===== src/rtl/resonator_ddc_control_hls_axis_stall_detector.sv =====
// AXIS stall detector for the resonator_ddc_control deadlock monitor.
// Each monitored stream gets a small FSM. The FSM counts consecutive stall
// cycles and raises a block flag once the stall has lasted TIMEOUT cycles.
// The block also keeps debug status: sticky per-stream flags, the index of
// the first stream that blocked, and a saturating count of block events.
module resonator_ddc_control_hls_axis_stall_detector #(
  parameter int                 NUM_CH      = 2,
  parameter int                 TIMEOUT     = 16,
  parameter int                 CNT_W       = 8,
  parameter logic [NUM_CH-1:0]  STARVE_MASK = '0,
  parameter int                 EVT_W       = 16,
  localparam int                FCH_W       = (NUM_CH > 1) ? $clog2(NUM_CH) : 1
) (
  input  logic              clock,
  input  logic              reset,
  input  logic [NUM_CH-1:0] ch_tvalid,
  input  logic [NUM_CH-1:0] ch_tready,
  input  logic              clear,
  output logic [NUM_CH-1:0] axis_block_sigs,
  output logic [NUM_CH-1:0] sticky_block,
  output logic              first_valid,
  output logic [FCH_W-1:0]  first_ch,
  output logic [EVT_W-1:0]  event_cnt
);

  typedef enum logic [1:0] {
    ST_IDLE    = 2'd0,
    ST_STALL   = 2'd1,
    ST_BLOCKED = 2'd2
  } state_t;

  state_t            r_state     [NUM_CH];
  state_t            w_state_nxt [NUM_CH];
  logic [CNT_W-1:0]  r_cnt       [NUM_CH];
  logic [CNT_W-1:0]  w_cnt_nxt   [NUM_CH];
  logic [NUM_CH-1:0] w_stall;
  logic [NUM_CH-1:0] w_entry;
  logic [NUM_CH-1:0] w_block_nxt;

  logic [NUM_CH-1:0] r_block;
  logic [NUM_CH-1:0] r_sticky;
  logic              r_first_valid;
  logic [FCH_W-1:0]  r_first_ch;
  logic [EVT_W-1:0]  r_event_cnt;

  // Number of streams entering BLOCKED in the same cycle.
  function automatic int popcount(input logic [NUM_CH-1:0] v);
    int n;
    n = 0;
    for (int i = 0; i < NUM_CH; i++) begin
      if (v[i]) n = n + 1;
    end
    return n;
  endfunction

  // Lowest set index; scanning downwards leaves the lowest index as the last write.
  function automatic logic [FCH_W-1:0] lowest_idx(input logic [NUM_CH-1:0] v);
    logic [FCH_W-1:0] idx;
    idx = '0;
    for (int i = NUM_CH - 1; i >= 0; i--) begin
      if (v[i]) idx = FCH_W'(i);
    end
    return idx;
  endfunction

  // Add n and clamp at the counter's all-ones value instead of wrapping.
  function automatic logic [EVT_W-1:0] sat_add(input logic [EVT_W-1:0] a, input int n);
    logic [EVT_W:0] s;
    s = {1'b0, a} + (EVT_W+1)'(n);
    return s[EVT_W] ? {EVT_W{1'b1}} : s[EVT_W-1:0];
  endfunction

  // Stall classification and per-stream next-state/counter logic.
  always_comb begin
    for (int i = 0; i < NUM_CH; i++) begin
      w_stall[i]     = (ch_tvalid[i] & ~ch_tready[i]) |
                       (STARVE_MASK[i] & ch_tready[i] & ~ch_tvalid[i]);
      w_state_nxt[i] = r_state[i];
      w_cnt_nxt[i]   = r_cnt[i];
      w_entry[i]     = 1'b0;
      case (r_state[i])
        ST_IDLE: begin
          if (w_stall[i]) begin
            w_state_nxt[i] = ST_STALL;
            w_cnt_nxt[i]   = CNT_W'(1);
          end else begin
            w_cnt_nxt[i]   = '0;
          end
        end
        ST_STALL: begin
          if (!w_stall[i]) begin
            w_state_nxt[i] = ST_IDLE;
            w_cnt_nxt[i]   = '0;
          end else if (r_cnt[i] == CNT_W'(TIMEOUT - 1)) begin
            w_state_nxt[i] = ST_BLOCKED;
            w_entry[i]     = 1'b1;
          end else begin
            w_cnt_nxt[i]   = r_cnt[i] + CNT_W'(1);
          end
        end
        ST_BLOCKED: begin
          // Counter is frozen while blocked so it can never wrap.
          if (!w_stall[i]) begin
            w_state_nxt[i] = ST_IDLE;
            w_cnt_nxt[i]   = '0;
          end
        end
        default: begin
          w_state_nxt[i] = ST_IDLE;
          w_cnt_nxt[i]   = '0;
        end
      endcase
      w_block_nxt[i] = (w_state_nxt[i] == ST_BLOCKED);
    end
  end

  // Per-stream state, stall counter and registered block flag.
  always_ff @(posedge clock) begin
    if (reset) begin
      for (int i = 0; i < NUM_CH; i++) begin
        r_state[i] <= ST_IDLE;
        r_cnt[i]   <= '0;
      end
      r_block <= '0;
    end else begin
      for (int i = 0; i < NUM_CH; i++) begin
        r_state[i] <= w_state_nxt[i];
        r_cnt[i]   <= w_cnt_nxt[i];
      end
      r_block <= w_block_nxt;
    end
  end

  // Debug status: sticky flags and first capture follow the registered flags; events count entries.
  always_ff @(posedge clock) begin
    if (reset) begin
      r_sticky      <= '0;
      r_first_valid <= 1'b0;
      r_first_ch    <= '0;
      r_event_cnt   <= '0;
    end else if (clear) begin
      r_sticky      <= '0;
      r_first_valid <= 1'b0;
      r_first_ch    <= '0;
      r_event_cnt   <= '0;
    end else begin
      r_sticky <= r_sticky | r_block;
      if (!r_first_valid && (|r_block)) begin
        r_first_valid <= 1'b1;
        r_first_ch    <= lowest_idx(r_block);
      end
      r_event_cnt <= sat_add(r_event_cnt, popcount(w_entry));
    end
  end

  assign axis_block_sigs = r_block;
  assign sticky_block    = r_sticky;
  assign first_valid     = r_first_valid;
  assign first_ch        = r_first_ch;
  assign event_cnt       = r_event_cnt;

endmodule


===== config.mk =====
export PLATFORM = sky130hd
export DESIGN_NAME = resonator_ddc_control_hls_axis_stall_detector
export DESIGN_NICKNAME = d
export VERILOG_FILES = /design/src/rtl/resonator_ddc_control_hls_axis_stall_detector.sv
export SDC_FILE = /design/constraint.sdc
export NUM_CORES = 1
export LEC_CHECK = 0
export ABC_AREA = 0
export BUFFER_PORTS_ARGS = -buffer_cell sky130_fd_sc_hd__buf_2
export CAP_MARGIN = 40
export CELL_PAD_IN_SITES_DETAIL_PLACEMENT = 2
export CELL_PAD_IN_SITES_GLOBAL_PLACEMENT = 2
export CORE_ASPECT_RATIO = 1.2
export CORE_UTILIZATION = 35
export CTS_CLUSTER_SIZE = 40
export DETAILED_ROUTE_END_ITERATION = 6
export PLACE_DENSITY = 0.84
export SYNTH_ARGS = -nofsm -noshare
export SYNTH_HDL_FRONTEND = slang
export SYNTH_SLANG_ARGS = --single-unit

===== constraint.sdc =====
create_clock -name clock -period 3.9 [get_ports clock]
set_clock_uncertainty 0.05 [all_clocks]
set_input_delay 0.585 -clock clock [delete_from_list [all_inputs] [get_ports clock]]
set_output_delay 0.585 -clock clock [all_outputs]
set_load 0.02 [all_outputs]

-- Yosys cells after proc, flatten, opt, wreduce, memory -nomap -nowiden
Memories as Yosys holds them, arrays and structs flattened.
Index checks and enable logic that the tools add are counted.
- register bits after elaboration: 22
- bits in latches: 0
- RAM bits: 20
- ROM bits: 0
- input bits: 7
- output and inout bits: 22
- memories: 2
- add/subtract/negate cells: 4
- multiply operators: 0
- divide/modulo/power cells: 0
- $lt $le $gt $ge: 0
- equal/unequal tests: 8
- shift-type cells: 0
- mux-type cells: 42
- bitwise logic cells: 9
- reductions and logical operators: 6
- memories (memory ; words ; bits a word ; rd ports ; clocked after memory_dff ; wr ports ; RTL line ; text):
    r_cnt ; 2 ; 8 ; 2 ; 0 ; 2 ; 34 ; logic [CNT_W-1:0] r_cnt [NUM_CH];
    r_state ; 2 ; 2 ; 2 ; 0 ; 2 ; 32 ; state_t r_state [NUM_CH];
- operator list (operator ; count):
    2-to-1 mux 17 bit ; 5
    2-to-1 mux 8 bit ; 8
    case mux 8 bit (3 select lines) ; 2
    2-to-1 mux 2 bit ; 10
    adder 16 x 17 -> 17 bit ; 1
    adder 17 x 2 -> 17 bit (second input constant) ; 1
    adder 8 x 1 -> 8 bit (second input constant) ; 2
    equality test 8 x 4 -> 1 bit (second input constant) ; 2
    2-to-1 mux 16 bit ; 1
    2-to-1 mux 1 bit ; 14
    case mux 2 bit (3 select lines) ; 2
    equality test 2 bit (second input constant) ; 4
    equality test 2 x 1 -> 1 bit (second input constant) ; 2
    logical NOT 2 bit ; 2
    OR 1 bit ; 4
    OR reduction 2 bit ; 2
    bitwise AND 1 bit ; 2
    inverter 1 bit ; 2
    OR 2 bit ; 1
    logical AND 1 bit ; 1
    logical NOT 1 bit ; 1

-- Depth between registers and ports, before layout
Gate-level depths: netlist (run 1).
An unclocked memory read counts as a cell.
- depth after elaboration: 14
- depth in mapped cells: 14
- gate-level depth less buffers: 12

-- Worst setup path before layout (run 1)
Ideal clock, no wire load.
- path type: in2reg
- from: in ch_tready[1]
- to: reg r_event_cnt[13], in the netlist event_cnt[13]
- arrival time: 2.844 ns
- required time: 3.776 ns
- slack: 0.932 ns
- cell stages on the path: 11
- buffers on the path: 1
- cell sequence: nand2b_1 nor4_4 ha_1 ha_1 inv_1 fa_1 nand3b_1 and4bb_2 nand3_2 buf_6 a31oi_1
- word-level cells in the longest chain between the ends: 9
- RTL lines (item ; RTL line ; text):
    start: declaration ; 17 ; input logic [NUM_CH-1:0] ch_tready,
    inverter 1 bit ; 76 ; w_stall[i] = (ch_tvalid[i] & ~ch_tready[i]) |
    bitwise AND 1 bit ; 76 ;
    2-to-1 mux 1 bit ; 91 ; if (!w_stall[i]) begin
    2-to-1 mux 1 bit ; 81 ; case (r_state[i])
    2-to-1 mux 17 bit ; 51 ; if (v[i]) n = n + 1;
    2-to-1 mux 17 bit ; 141 ; end else if (clear) begin
    2-to-1 mux 17 bit ; 136 ; if (reset) begin
    adder 16 x 17 -> 17 bit ; 69 ; s = {1'b0, a} + (EVT_W+1)'(n);
    2-to-1 mux 16 bit ; 70 ; return s[EVT_W] ? {EVT_W{1'b1}} : s[EVT_W-1:0];
    end signal: assignment ; 152 ; r_event_cnt <= sat_add(r_event_cnt, popcount(w_entry));
    end: declaration ; 44 ; logic [EVT_W-1:0] r_event_cnt;
No other way between the ends. The select of a mux whose other input is x is not followed.
A chain may end at the register's enable or synchronous reset.

==> metrics.md, run 1 <==
| Metric | Value |
|---|---|
| Clock Root Buffer | `clkbuf_8` |
| Top delay family on crit path | `simple AND/OR/NAND/NOR gates` |
| Setup TNS | `0 ps` |
| Worst r2r path cells | `11` |
| Hold Buf Count CTS | `0` |
| Sw Share | `22.74%` |
| Synth top area share | `40.05%` |
| Most common cell in the synthesized netlist | `dfxtp_1` |
| Critical Path End Type | `flip-flop` |
| Effective utilization at floorplan | `36.80%` |
| Final-report setup violation count | `0` |
| Post-Synthesis Cells | `224` |
| Clock slew at reported path FFs | `80 ps` |
| CP Data Arrival Time | `3560 ps` |
| Tmin final | `3390 ps` |
| List of most frequent post-synthesis cells | `dfxtp_1 (42), a21oi_1 (21), nor2_1 (21), nand2_1 (10)` |
| Min-Delay Path Class | `flip-flop to flip-flop` |
| Initial DRC count | `53` |
| Net count, final | `268` |
| Die Area | `6313 um2` |
| Max-slew violation count | `0` |
| P_sw | `185.8 uW` |
| Slowest stage delay, CP | `410 ps` |
| Final Instance Area | `2432 um2` |
| Core Box Area | `5705 um2` |
| Maxcap violations | `0` |
| CP dominant cell by count | `ha_1` |
| TritonCTS clock tree | `built` |
| CP Class | `flip-flop to flip-flop` |
| WP buf/inv | `1` |
| Antenna Cells | `0` |
| Clock buffer depth | `2` |
| IO Pins | `29` |
| Peak supply drop | `0.1390 mV` |
| Area growth syn-to-layout | `15.85%` |
| Main synth FF type | `dfxtp_1` |
| Slowest CP cell | `and4bb_2` |
| DR pass1 iterations | `4` |
| Antenna violations before repair | `0` |
| Hold path cells | `2` |
| CP Max Fanout | `13` |
| Total GRT Usage | `20.03%` |
| Int Pwr | `631.2 uW` |
| Outcome | `completed` |
| Number of global-route vias before repair | `1962` |
| Setup ws final | `509.9 ps` |
| Port-buffer cells | `28` |
| Synthesized Nets | `237` |
| Slew @ Worst Pin | `594.9 ps` |
| Static Leakage | `0.9196 nW` |
| Drt total wl | `5.770 mm` |
| HPWL Detailed | `4.076 mm` |
| CP Cell Sequence | `ha_1, nand4bb_2, nor4_4, ha_1, ha_1, inv_1, fa_1, nand3b_1, and4bb_2, nand3_2, a21oi_1` |
| Area after DPL | `2320 um2` |
| Fraction of layout cells with a size suffix above 1 | `21.88%` |
| Crit path launch type | `flip-flop` |
| Critical Path RT | `4070 ps` |
| Clk pwr share | `44.3%` |
| Largest net degree at the start of global routing | `20` |
| Cts bufs inserted | `5` |
| Vias/cell | `5.336` |
| Routed Antenna Nets | `0` |
| Combinational share of power | `2.8%` |
| Die Span X | `72.70 um` |
| Fmax | `0.2950 GHz` |
| RSZ-0062 raised after global routing | `false` |
| Clk Latency, worst-skew pair | `310 ps` |
| Sequential share of power | `52.9%` |
| Filler instances | `667` |
| Global placement routability congestion | `0.7766` |
| Syn avg cell area | `9.373 um2` |
| Synth Cell Area | `2100 um2` |
| Setup Buffers After CTS | `0` |
| Cell Count, Final, Fillers Out | `336` |
| WL/cell | `17.17 um` |
| Yosys warns | `0` |
| Sink Count | `42` |
| Instance count on the critical path | `11` |
| Post-synth EDFFs | `0` |
| Yosys top cell by area | `dfxtp_1` |
| Async SR Flop Fraction | `0%` |
| H-Tree Depth | `2` |
| Seq/Total Area, Yosys | `40.05%` |
| Row count | `30` |
| Worst slew margin | `60.26%` |
| Via count | `1793` |
| Cell Pwr Density | `335.9 nW/um2` |
| First-pass GRT wire length | `9.632 mm` |
| Die Height | `86.84 um` |
| Placed cells | `328` |
| GRT overflow | `0` |
| Synth cell types | `55` |
| #FFs+latches synth | `42` |
| Synth top area cells | `dfxtp_1 (40%), a21oi_1 (5.0%), nor2_1 (3.8%)` |
| Fin crit share | `86.93%` |
| Hold Vio Cnt, Final | `0` |
| Remaining routing DRC violations | `0` |
| Place WS | `425.2 ps` |
| Post_cts resized | `0` |
[cell type report]
class	instances	area, um2	area share [%]
Tap cell	80	100.1	4.115
Sequential cell	42	840.8	34.57
Timing Repair Buffer	31	162.7	6.687
Multi-Input combinational cell	170	1197	49.23
Clock inverter	3	43.79	1.800
Inverter	5	18.77	0.7716
Clock buffer	5	68.82	2.829
[power groups by stage]
stage	combinational (mW)	sequential, mW	clock, mW
global placement	0.0223	0.442	0
floorplan	0.0135	0.442	0
CTS	0.0233	0.432	0.374
finish	0.0229	0.432	0.362
global route	0.0252	0.432	0.392
detailed placement	0.0232	0.442	0
[registers in the layout (all words and copies together), names as in the netlist]
| name | cells |
|---|---|
| axis_block_sigs | 2 |
| first_ch | 1 |
| event_cnt | 16 |
| r_state | 4 |
| first_valid | 1 |
| r_cnt | 16 |
| sticky_block | 2 |
[cells in the final DEF (no fill, tap or decap), types with 4 or more instances in the layout]
| cell type | count |
|---|---|
| ha_1 | 5 |
| or2_2 | 4 |
| and3_1 | 8 |
| nand3_1 | 8 |
| xor2_1 | 5 |
| nand2b_1 | 4 |
| buf_2 | 28 |
| or3_1 | 4 |
| o21ai_0 | 5 |
| nand3b_1 | 4 |
| nor2b_1 | 5 |
| xnor2_1 | 7 |
| dfxtp_1 | 42 |
| nor2_1 | 21 |
| nand2_1 | 10 |
| inv_1 | 5 |
| a31oi_1 | 4 |
| a21oi_1 | 21 |
| nor3_1 | 6 |
| nand4_1 | 5 |
| clkbuf_8 | 5 |
[cell families (layout without fill, tap and decap cells)]
kind of cell	count (synthesis)	count (layout)	share of synthesized area, %
multiplexers	3	3	1.430
AND/OR/NAND/NOR	94	94	28.49
flip-flops	42	42	40.05
XOR/XNOR	12	12	5.006
buffers and inverters	12	44	2.920
adder cells (fa/ha/maj)	6	6	3.933
AO/OA/AOI/OAI	55	55	18.18
[per-stage QoR]
step | util (%) | hold WS (ps) | power [mW]
6_report | 42.63 | 434.8 | 0.8170
5_1_grt | 42.63 | 472.5 | 0.8497
4_1_cts | 42.63 | 443.2 | 0.8295
3_5_place_dp | 40.66 | 426.3 | 0.4652
3_3_place_gp | 40.66 | 393.3 | 0.4642
2_1_floorplan | - | 397.0 | 0.4558
[per-layer routing]
| metal | global-route usage, % | part of all wire, % |
|---|---|---|
| met5 | 0 | 0 |
| met4 | 8.913 | 2.3 |
| met3 | 2.558 | 1.9 |
| met2 | 37.04 | 52 |
| met1 | 22.61 | 44 |
[path summary, 6_finish.rpt]
path / startpoint / to / slack, ps
hold / removal: r_cnt[0][15] / r_cnt[0][15] / 430
setup / recovery: r_cnt[0][8] / event_cnt[1] / 510
hold reg to reg: r_cnt[0][15] / r_cnt[0][15] / 430
setup reg to reg: r_cnt[0][8] / event_cnt[1] / 510
[tightest hold or removal path, delay by kind of cell, from the launching register on]
kind | cells | cell delay, ps
flip-flops | 1 | 330
multiplexers | 1 | 60
AND/OR/NAND/NOR | 1 | 60
Power figures use the tool's default switching activity.
==> run 2: changes to the inputs <==
- BUFFER_PORTS_ARGS: -buffer_cell sky130_fd_sc_hd__buf_2 -> unset
- DONT_BUFFER_PORTS: unset -> 1
- PLACE_DENSITY: 0.84 -> 0.78
==> run 2 against run 1 <==
  * Clock-buffer cell count grew 1
  * Clock power grew 18%
  * Global-route usage shrank 1.3 points
  * Register-to-register slack lost 30 ps
  * Combinational power shrank 25%
  * Cell area shrank 4.8%
  * Critical path depth grew 1
  * Largest cell class unchanged
  * Highest routed layer unchanged
==> metrics.md, run 2 (same netlist as run 1, synthesis figures left out) <==
| Metric | Value |
|---|---|
| GR peak layer | `met2` |
| RSZ-0062 raised after global routing | `false` |
| Total GRT Usage | `18.71%` |
| CP Class | `flip-flop to flip-flop` |
| Antenna violations before repair | `0` |
| H-Tree Depth | `2` |
| Slew @ Worst Pin | `654.7 ps` |
| Worst slew margin | `56.26%` |
| Row count | `30` |
| Routed Antenna Nets | `0` |
| Peak supply drop | `0.1187 mV` |
| Tot Pwr | `877.2 uW` |
| Global placement routability congestion | `0.7422` |
| CP Data Arrival Time | `3590 ps` |
| Clock Root Buffer | `clkbuf_8` |
| GRT overflow | `0` |
| Critical Path RT | `4080 ps` |
| Cell Pwr Density | `379.0 nW/um2` |
| Antenna Cells | `0` |
| Area growth syn-to-layout | `10.25%` |
| Post_cts resized | `0` |
| Met2 GRT Util | `33.64%` |
| Hold Buf Count CTS | `0` |
| Number of global-route vias before repair | `1896` |
| Fin crit share | `87.67%` |
| Min-Delay Path Class | `primary input to flip-flop` |
| Die Height | `86.84 um` |
| Largest net degree at the start of global routing | `20` |
| Commonest non-fill, non-tap cell in the layout | `dfxtp_1` |
| Clk Latency, worst-skew pair | `300 ps` |
| RR Startpoint | `r_cnt[0][0]` |
| DR pass1 iterations | `3` |
| Crit path launch type | `flip-flop` |
| TritonCTS clock tree | `built` |
| Fraction of layout cells with a size suffix above 1 | `11.89%` |
| Fmax | `0.2925 GHz` |
| Max-slew violation count | `0` |
| Setup TNS | `0 ps` |
| CP Max Fanout | `13` |
| Min-Delay Startpoint | `reset` |
| Remaining routing DRC violations | `0` |
| Effective utilization at floorplan | `36.80%` |
| Static Leakage | `0.7803 nW` |
| HPWL Detailed | `4.039 mm` |
| Vias/cell | `5.567` |
| Die Area | `6313 um2` |
| Met1 global-route usage | `20.21%` |
| Cts bufs inserted | `5` |
| WL/cell | `17.65 um` |
| Clock slew at reported path FFs | `80 ps` |
| Maxcap violations | `0` |
| Clock buffer depth | `2` |
| Final-report setup violation count | `0` |
| First-pass GRT wire length | `8.935 mm` |
| IO Pins | `29` |
| Sink Count | `42` |
| Setup Buffers After CTS | `0` |
| Critical Path End Type | `flip-flop` |
| Initial DRC count | `59` |
| Port-buffer cells | `0` |
| Hold Vio Cnt, Final | `0` |
| Net count, final | `239` |
| Core Box Area | `5705 um2` |
| Drt total wl | `5.419 mm` |
| Commonest cells after routing, fill and taps aside | `dfxtp_1 (42), nor2_1 (21), a21oi_1 (21), nand2_1 (10)` |
| Via count | `1709` |
| Outcome | `completed` |
| Die Span X | `72.70 um` |
| Filler instances | `630` |
| Met3 Track Usage GR | `3.256%` |
| Crit path from | `r_cnt[0][0]` |
| Tmin final | `3419 ps` |
## run 2: changes by cell type in the layout (fill, tap and decap cells not counted), sizes merged
cell / delta
clkbuf: +1
bufinv: +1
buf: -29
inv: -1
clkinv: -1
## run 2: path summary, 6_finish.rpt
path | cells after the start | to | slack [ps]
max | 12 | event_cnt[1] | 480
min | 2 | event_cnt[15] | 400
max reg2reg | 12 | event_cnt[1] | 480
min reg2reg | 2 | r_cnt[0][15] | 450
## run 2: worst max-delay path, stage by stage (launching register included)
cell      delay (ps)
dfxtp_1          390
ha_1             250
and3_1           360
nand3_1          130
nor2_1           140
ha_1             150
ha_1             160
inv_1             70
fa_1             430
nand3b_1         290
and4bb_2         420
nand3_2          270
a21oi_1          230
## run 2: through the flow
step                      hold WS (ps)  setup WS, ps  cell area [um2]  cells  utilization [%]
final                            396.3         480.8             2315    307            40.57
after global routing             385.7         115.6             2315    307            40.57
after CTS                        386.2         436.1             2315    307            40.57
after detailed placement         443.6         477.8             2172    299            38.07
after global placement           418.9         629.6             2172    299            38.07
after floorplan                  397.0         931.6             2100    224                -
## run 2: cell type report
| class | count | area, um2 | area share [%] |
|---|---|---|---|
| clock inverter | 2 | 60.06 | 2.595 |
| clock buffer | 6 | 82.58 | 3.568 |
| timing repair buffer | 2 | 15.01 | 0.6486 |
| inverter | 5 | 18.77 | 0.8108 |
| multi-input combinational | 170 | 1197 | 51.73 |
| sequential | 42 | 840.8 | 36.32 |
| tap | 80 | 100.1 | 4.324 |
## run 2: metal layers
| metal | part of all wire (%) | up-vias |
|---|---|---|
| met5 | 0 | - |
| met3 | 2.9 | 14 |
| met4 | 3.4 | 0 |
| met2 | 52 | 29 |
| met1 | 42 | 841 |
| li1 | - | 825 |
## run 2: power by group
| group | internal (mW) | leakage (nW) | total, mW | switching [mW] |
|---|---|---|---|---|
| Sequential | 0.430 | 0.339 | 0.433 | 0.00298 |
| Combinational | 0.00640 | 0.370 | 0.0172 | 0.0108 |
| Clock | 0.273 | 0.0714 | 0.427 | 0.154 |
==> run 3: changes to the inputs <==
- CORE_UTILIZATION: 35 -> 39
- PLACE_DENSITY: 0.78 -> 0.84
==> run 3 against run 2 <==
  * Sequential power about the same
  * Flip-flop and latch count unchanged
  * Sequential share of layout area up 0.86 points
  * Combinational power up 9.9%
  * Clock-buffer cell count down 1
  * Critical path depth unchanged
  * Final cell count down 6.5%
  * Register-to-register slack worse by 40 ps
  * Clock power down 16%
  * Highest routed layer unchanged
==> metrics.md, run 3 (same netlist as run 1, synthesis figures left out) <==
| Metric | Value |
|---|---|
| Hold path cells | `2` |
| Hold Path Sink | `event_cnt[15]` |
| TritonCTS clock tree | `built` |
| RSZ-0062 raised after global routing | `false` |
| Core Box Area | `5045 um2` |
| CP Max Fanout | `13` |
| Critical Path RT | `4080 ps` |
| Peak supply drop | `0.1844 mV` |
| Hold Buf Count CTS | `0` |
| IO Pins | `29` |
| Cell Count, Final, Fillers Out | `287` |
| CP Class | `flip-flop to flip-flop` |
| HPWL Detailed | `3.961 mm` |
| Setup Buffers After CTS | `0` |
| Final-report setup violation count | `0` |
| Cts bufs inserted | `5` |
| Area after DPL | `2147 um2` |
| Slew @ Worst Pin | `597.3 ps` |
| Flop-to-flop setup slack | `440 ps` |
| Maxcap violations | `0` |
| Worst r2r path cells | `12` |
| First-pass GRT wire length | `8.790 mm` |
| Final Instance Area | `2261 um2` |
| Clock slew at reported path FFs | `80 ps` |
| Placed cells | `279` |
| Tmin final | `3463 ps` |
| Min-Delay Path Class | `primary input to flip-flop` |
| Initial DRC count | `41` |
| Max-slew violation count | `0` |
| Via count | `1713` |
| Setup TNS | `0 ps` |
| CP Data Arrival Time | `3640 ps` |
| Static Leakage | `0.7604 nW` |
| Total GRT Usage | `21.52%` |
| Min-Delay Startpoint | `reset` |
| Place WS | `505.7 ps` |
| Hold Vio Cnt, Final | `0` |
| Sink Count | `42` |
| Number of global-route vias before repair | `1821` |
| Routed Antenna Nets | `0` |
| Effective utilization at floorplan | `41.62%` |
| Clk Latency, worst-skew pair | `310 ps` |
| Port-buffer cells | `0` |
| Worst slew margin | `60.10%` |
| Antenna Cells | `0` |
| Clock Root Buffer | `clkbuf_8` |
| Commonest non-fill, non-tap cell in the layout | `dfxtp_1` |
| GRT overflow | `0` |
| Vias/cell | `5.969` |
| Post_cts resized | `0` |
| Clock buffer depth | `2` |
| Outcome | `completed` |
| WL/cell | `18.82 um` |
| Area growth syn-to-layout | `7.688%` |
| Crit path launch type | `flip-flop` |
| Drt total wl | `5.402 mm` |
| Fmax | `0.2888 GHz` |
| Remaining routing DRC violations | `0` |
| Tot Pwr | `808.0 uW` |
| Reg-to-reg endpoint | `event_cnt[8]` |
| Fin crit share | `88.79%` |
| H-Tree Depth | `2` |
| RR Startpoint | `r_cnt[0][0]` |
| Net count, final | `239` |
| Global placement routability congestion | `0.7338` |
| Antenna violations before repair | `0` |
| Cell Pwr Density | `357.4 nW/um2` |
| Row count | `28` |
| DR pass1 iterations | `4` |
| Fraction of layout cells with a size suffix above 1 | `11.89%` |
| Die Height | `82.38 um` |
| Setup ws final | `437.2 ps` |
| Die Span X | `68.98 um` |
| Die Area | `5682 um2` |
| Critical Path End Type | `flip-flop` |
| Largest net degree at the start of global routing | `20` |
| Commonest cells after routing, fill and taps aside | `dfxtp_1 (42), nor2_1 (21), a21oi_1 (21), nand2_1 (10)` |
==> run 3: cell types whose count changed in the layout (fill, tap and decap cells not counted), sizes merged <==
cell      previous run  this run
clkinvlp             0         2
clkbuf               6         5
bufinv               2         1
==> run 3: critical path: stages, from the launching register on <==
cell and delay (ps):
dfxtp_1 400, ha_1 230, and3_1 360, nand3_1 130, nor2_1 150, ha_1 160, ha_1 170, inv_1 60
fa_1 400, nand3b_1 280, and4bb_2 420, nand3_2 280, a21oi_1 270
==> run 3: worst max-delay path by stage <==
stage | start | to | slack, ps | cells after the start
2_1_floorplan | ch_tready[1] | event_cnt[13] | 930 | 11
4_1_cts | r_cnt[0][0] | event_cnt[8] | 390 | 12
5_1_grt | r_cnt[0][0] | event_cnt[13] | 150 | 12
3_5_place_dp | r_cnt[0][0] | event_cnt[13] | 510 | 12
3_3_place_gp | r_cnt[0][0] | event_cnt[11] | 660 | 12
6_report | r_cnt[0][0] | event_cnt[8] | 440 | 12
==> run 3: routing by layer <==
metal | share of wire, % | track usage (%)
met4 | 1.7 | 8.571
met1 | 41 | 23.40
met5 | 0 | 0
met2 | 54 | 39.42
met3 | 2.8 | 4.670
==> run 3: per-stage QoR <==
step	util [%]	hold WS, ps
after CTS	44.82	369.1
after global placement	42.56	424.1
after detailed placement	42.56	437.1
after global routing	44.82	391.1
final	44.82	381.0
after floorplan	-	397.0
==> run 3: cell type report <==
cell class	count	area, um2
Fill cell	550	2784
Sequential cell	42	840.8
Clock inverter	3	45.04
Clock buffer	5	68.82
Multi-Input combinational cell	170	1197
Timing Repair Buffer	2	15.01
Tap cell	60	75.07
Inverter	5	18.77
==> run 3: power breakdown <==
part | internal (mW) | switching [mW] | total, mW
combinational | 0.00689 | 0.0120 | 0.0189
sequential | 0.430 | 0.00171 | 0.432
clock | 0.190 | 0.167 | 0.357
total | 0.627 | 0.181 | 0.808
